<file path="config.mk">
export PLATFORM = sky130hd
export DESIGN_NAME = adder_chk_delay
export DESIGN_NICKNAME = d
export VERILOG_FILES = /design/src/rtl/adder_chk_pkg.sv /design/src/rtl/adder_chk_delay.sv
export SDC_FILE = /design/constraint.sdc
export NUM_CORES = 1
export LEC_CHECK = 0
export BUFFER_PORTS_ARGS = -buffer_cell sky130_fd_sc_hd__buf_2
export CELL_PAD_IN_SITES_DETAIL_PLACEMENT = 1
export CELL_PAD_IN_SITES_GLOBAL_PLACEMENT = 1
export CORE_ASPECT_RATIO = 0.8
export CORE_MARGIN = 2
export CORE_UTILIZATION = 26
export DETAILED_ROUTE_END_ITERATION = 16
export PLACE_DENSITY_LB_ADDON = 0.3
export RECOVER_POWER = 100
export SLEW_MARGIN = 20
export SYNTH_ARGS = -nofsm -noshare
export SYNTH_HDL_FRONTEND = slang
export SYNTH_SLANG_ARGS = --single-unit
</file>
<file path="constraint.sdc">
create_clock -name clk -period 0.8 [get_ports clk]
set_input_delay 0.04 -clock clk [delete_from_list [all_inputs] [get_ports clk]]
set_output_delay 0.04 -clock clk [all_outputs]
set_load 0.05 [all_outputs]
</file>
<file path="src/rtl/adder_chk_pkg.sv">
// Shared types and constants for the adder result checker.
package adder_chk_pkg;

    localparam int unsigned DEF_WIDTH   = 32;
    localparam int unsigned DEF_CNT_W   = 16;
    localparam int unsigned MAX_LATENCY = 8;

    typedef enum logic [1:0] {
        IDLE  = 2'd0,
        RUN   = 2'd1,
        DRAIN = 2'd2,
        DONE  = 2'd3
    } state_e;

endpackage

</file>
<file path="src/rtl/adder_chk_delay.sv">
// LATENCY-stage shift pipeline carrying {valid, expected sum, operand index}.
module adder_chk_delay
    import adder_chk_pkg::*;
#(
    parameter int unsigned WIDTH   = DEF_WIDTH,
    parameter int unsigned CNT_W   = DEF_CNT_W,
    parameter int unsigned LATENCY = 1
) (
    input  logic             clk,
    input  logic             rst,
    input  logic             flush,
    input  logic             load,
    input  logic [WIDTH-1:0] exp_in,
    input  logic [CNT_W-1:0] idx_in,
    output logic             tail_valid,
    output logic [WIDTH-1:0] tail_exp,
    output logic [CNT_W-1:0] tail_idx,
    output logic             any_valid
);

    if (LATENCY < 1 || LATENCY > MAX_LATENCY) begin : g_bad_latency
        $error("adder_chk_delay: LATENCY out of range");
    end

    logic [LATENCY-1:0] vld;
    logic [WIDTH-1:0]   exp_q [LATENCY];
    logic [CNT_W-1:0]   idx_q [LATENCY];

    // Valid bits carry the pipeline state; flushing them empties the line.
    always_ff @(posedge clk) begin
        if (rst || flush) begin
            vld <= '0;
        end else begin
            vld[0] <= load;
            for (int unsigned i = 1; i < LATENCY; i++) begin
                vld[i] <= vld[i-1];
            end
        end
    end

    always_ff @(posedge clk) begin
        exp_q[0] <= exp_in;
        idx_q[0] <= idx_in;
        for (int unsigned i = 1; i < LATENCY; i++) begin
            exp_q[i] <= exp_q[i-1];
            idx_q[i] <= idx_q[i-1];
        end
    end

    assign tail_valid = vld[LATENCY-1];
    assign tail_exp   = exp_q[LATENCY-1];
    assign tail_idx   = idx_q[LATENCY-1];
    assign any_valid  = |vld;

endmodule

</file>
## Word level (Yosys, flattened, before mapping)

Memories as Yosys holds them, arrays and structs flattened.
Index checks and enable logic that the tools add are counted.

| operators by class | value |
|---|---|
| $add $sub $neg | 0 |
| $mul | 0 |
| divide/modulo/power cells | 0 |
| $lt $le $gt $ge | 0 |
| equal/unequal tests | 0 |
| shifts and indexed selects | 0 |
| mux-type cells | 0 |
| bitwise logic cells | 0 |
| reduce and logical (&&, ||, !) cells | 1 |

Operators by type and width:

| cell | number |
|---|---|
| 1-bit logical OR | 1 |

| storage, ports and cells | value |
|---|---|
| register bits | 1 |
| bits in latches | 0 |
| bits in writable memories | 48 |
| bits in read-only memories | 0 |
| bits of input ports | 52 |
| output and inout port bits | 50 |
| logic and storage cells | 4 |
| memories | 2 |

Memories:

| name | words | width | read ports | clocked after Yosys merged registers in | write ports | RTL line | RTL |
|---|---|---|---|---|---|---|---|
| exp_q | 1 | 32 | 1 | 0 | 1 | adder_chk_delay.sv:26 | `logic [WIDTH-1:0] exp_q [LATENCY];` |
| idx_q | 1 | 16 | 1 | 0 | 1 | adder_chk_delay.sv:27 | `logic [CNT_W-1:0] idx_q [LATENCY];` |

## Logic depth before layout (Yosys ltp)

| depth | value |
|---|---|
| depth in word-level cells | 1 |
| mapped depth | 1 |
| depth with buffers taken out | 1 |

## Least setup slack after synthesis

OpenSTA, ideal clock, no wires.

| timing path | value |
|---|---|
| path kind | reg2out |
| from | reg vld (netlist: any_valid) |
| to | out tail_valid |
| arrival | 0.894 ns |
| slack | -0.134 ns |
| cell stages (with the launch flop) | 2 |
| buffers on the path | 1 |
| path through | dfxtp_1 > buf_4 |

RTL lines:

| element | RTL line | RTL |
|---|---|---|
| start: declaration | adder_chk_delay.sv:25 | `logic [LATENCY-1:0] vld;` |
| start signal: indexed assignment | adder_chk_delay.sv:36 | `vld[i] <= vld[i-1];` |
| end: declaration | adder_chk_delay.sv:15 | `output logic tail_valid,` |

No word-level cell between the ends.

## Final worst setup path

| timing path | value |
|---|---|
| from | mem exp_q[0][16] in the netlist's numbering |
| to | out tail_exp[16] |

| on the way | value |
|---|---|
| word-level cells in the longest chain between the ends | 1 |

Ends and longest elaborated chain:

| element | RTL line | RTL |
|---|---|---|
| start: declaration | adder_chk_delay.sv:26 |  |
| memory 1 x 32 bit | n/a |  |
| end: declaration | adder_chk_delay.sv:16 | `output logic [WIDTH-1:0] tail_exp,` |

Every way passes these cells.

==> results_dict.tcl <==
set metrics [dict create \
    status "complete, but fails checks" \
    violations "negative setup slack" \
    syn_nets 103 \
    finalCritPeriodShare 1.12 \
    post_synth.cell_area_avg_sq_um 19.6 \
    use_met2 0.443 \
    max-cap-violations 0 \
    drv_slew 0 \
    synth-edff-count 0 \
    hold_depth 2 \
    cts_setup_buffers 0 \
    finalCriticalPeriod_ns 0.893 \
    total_power_uw 5400 \
    antenna_found_initial 1 \
    via_per_inst 3.99 \
    synthFlopType "dfxtp_1" \
    grt_usage 0.223 \
    cp.arrival_ns 0.85 \
    critical-path-max-stage-delay_ns 0.38 \
    pwr-share-comb 0.226 \
    drtIter0Drc 35 \
    yosysSeqAreaShare 0.980 \
    preCtsSetupSlack_ns 0.192 \
    cpMaxStageDelayCell "dfxtp_2" \
    yosysWarnings 0 \
    drtPass1Iterations 4 \
    hp-class "in2reg" \
    start_util 0.267 \
    grt.overflow.total 0 \
    ios 102 \
    layout-drive-gt1-share 0.705 \
    clkTransAtPathRegs_ns 0.10 \
    seqPwrFrac 0.499 \
    nets 261 \
    ant_nets 0 \
    synth.distinct_cells 3 \
    clock_power_share 0.275 \
    path_class "reg2out" \
    grt_pass1_vias 1153 \
    cts_root_buffer "clkbuf_8" \
    synth.area.top_cells "dfxtp_1, nor3b_2, buf_4" \
    clock_path_buffers 2 \
    core-area_sq_mm 0.00375 \
    top_usage_layer "met2" \
    routed-via-count 1017 \
    tightestPinTransition_ns 0.210 \
    required_ns 0.76 \
    slew_headroom 0.860 \
    ir_worst_vdd_mv 1.49 \
    cts_tree "built" \
    routed_wl_um 5520 \
    intPower_uw 3800 \
    yosys-top-cells-count "dfxtp_1, buf_4, nor3b_2" \
    synth_top_area_share 0.980 \
    yosys.area.top_type "dfxtp_1" \
    crit_fanout 1 \
    crit_chain "buf_6" \
    fp.dieW_um 73.4 \
    power.share.switching 0.296 \
    clock-sinks 49 \
    rsz0062_at_grt "yes" \
    synth_most_common_cell "dfxtp_1" \
    whs_ns 0.363 \
    regArea_sq_mm 0.00104 \
    async_flop_share 0 \
    ys_ff_latch 49 \
    die_y_um 59.5 \
    drc_errors 0 \
    grtUsageMet3 0.0884 \
    area_delta_synth_final_pct 169 \
    cts_buffers 5 \
    cp-start-kind "flip-flop" \
    n_fill_cell 348 \
    crit_family "flip-flops" \
    worst_slack_ns -0.0925 \
    h-tree-depth 2 \
    die-area_sq_mm 0.00437 \
    grt_pass1_wl_um 6580 \
    syn_area_sq_mm 0.00100 \
    dp_hpwl_um 2100 \
    setup_tns_ns -1.91 \
    finalSetupViolations 50 \
    synthCells 51 \
    portBuffers 101 \
    num_rows 20 \
    cp.buffers_inverters 1 \
    gr-usage-met1 0.211 \
    power_density_mw_per_mm2 2010 \
    multi_input_area_sq_um 7.51 \
    max_freq_mhz 1120 \
    gp_congestion 0.625 \
    hold_viol_final 0 \
    path_depth 1 \
    leakage_uw 0.00122 \
    grt_max_degree 16 \
    p_switching_uw 1600 \
    worstSetupEndpointType "output port" \
    wl_per_cell_um 21.7 \
]
-- power groups by stage --
stage	clock network, uW	registers [uW]	logic, uW
after floorplan	0	3120	12.4
after global placement	0	2650	724
after detailed placement	0	2660	729
after CTS	1470	2670	1130
after global routing	1660	2710	1250
final	1490	2700	1220
-- kinds of logic (layout without fill, tap and decap cells) --
family / Yosys count / count (layout) / share of synthesized area
simple gates: 1 / 1 / 0.0125
buf+inv: 1 / 160 / 0.00750
other cells: 0 / 1 / 0
flops: 49 / 49 / 0.980
-- cell type report --
class	instances	share of cell area
flip-flops and latches	49	0.388
diodes	1	0.000930
clock buffers	6	0.0270
repair buffers	152	0.555
multi-input cells	1	0.00279
well taps	44	0.0205
clock inverters	2	0.00512
-- placed cells by master (no fill, tap or decap) --
| cell | count |
|---|---|
| dlygate4sd3_1 | 51 |
| dfxtp_2 | 48 |
| buf_8 | 47 |
| buf_2 | 42 |
| clkbuf_1 | 9 |
| clkbuf_8 | 5 |
| buf_6 | 3 |
| diode_2 | 1 |
| nor3b_1 | 1 |
| dfxtp_4 | 1 |
| clkinv_2 | 1 |
| inv_6 | 1 |
| buf_1 | 1 |
-- path summary, 6_finish.rpt --
| path | start | endpoint |
|---|---|---|
| setup / recovery | exp_q[0][16]$_DFF_P_ | tail_exp[16] |
| hold / removal | exp_in[26] | exp_q[0][26]$_DFF_P_ |
-- routing by layer --
layer  vias to the layer above  wire [um]
li1                        471          -
met1                       462       1900
met2                        71       3020
met3                        13        437
met4                         0        168
met5                         -          0
-- stage by stage --
stage | instance area [sq um] | cells | util
final | 2690 | 255 | 0.717
after global routing | 2690 | 255 | 0.717
after CTS | 2610 | 254 | 0.695
after detailed placement | 1560 | 195 | 0.414
after global placement | 1560 | 195 | 0.414
after floorplan | 1000 | 51 | -
-- sequential cells by signal, summed over array words and instances, names as in the netlist --
signal and flops:
exp_q 32, idx_q 16, any_valid 1
-- repair_timing --
| action | in CTS | in global routing |
|---|---|---|
| endpoints found under the setup margin | 50 | 50 |
| hold buffers | 51 | 0 |
| gates cloned | 0 | 0 |
| gates resized for setup | 170 | 26 |
| endpoints found under the hold margin | 49 | 0 |
Power figures use the tool's default switching activity.
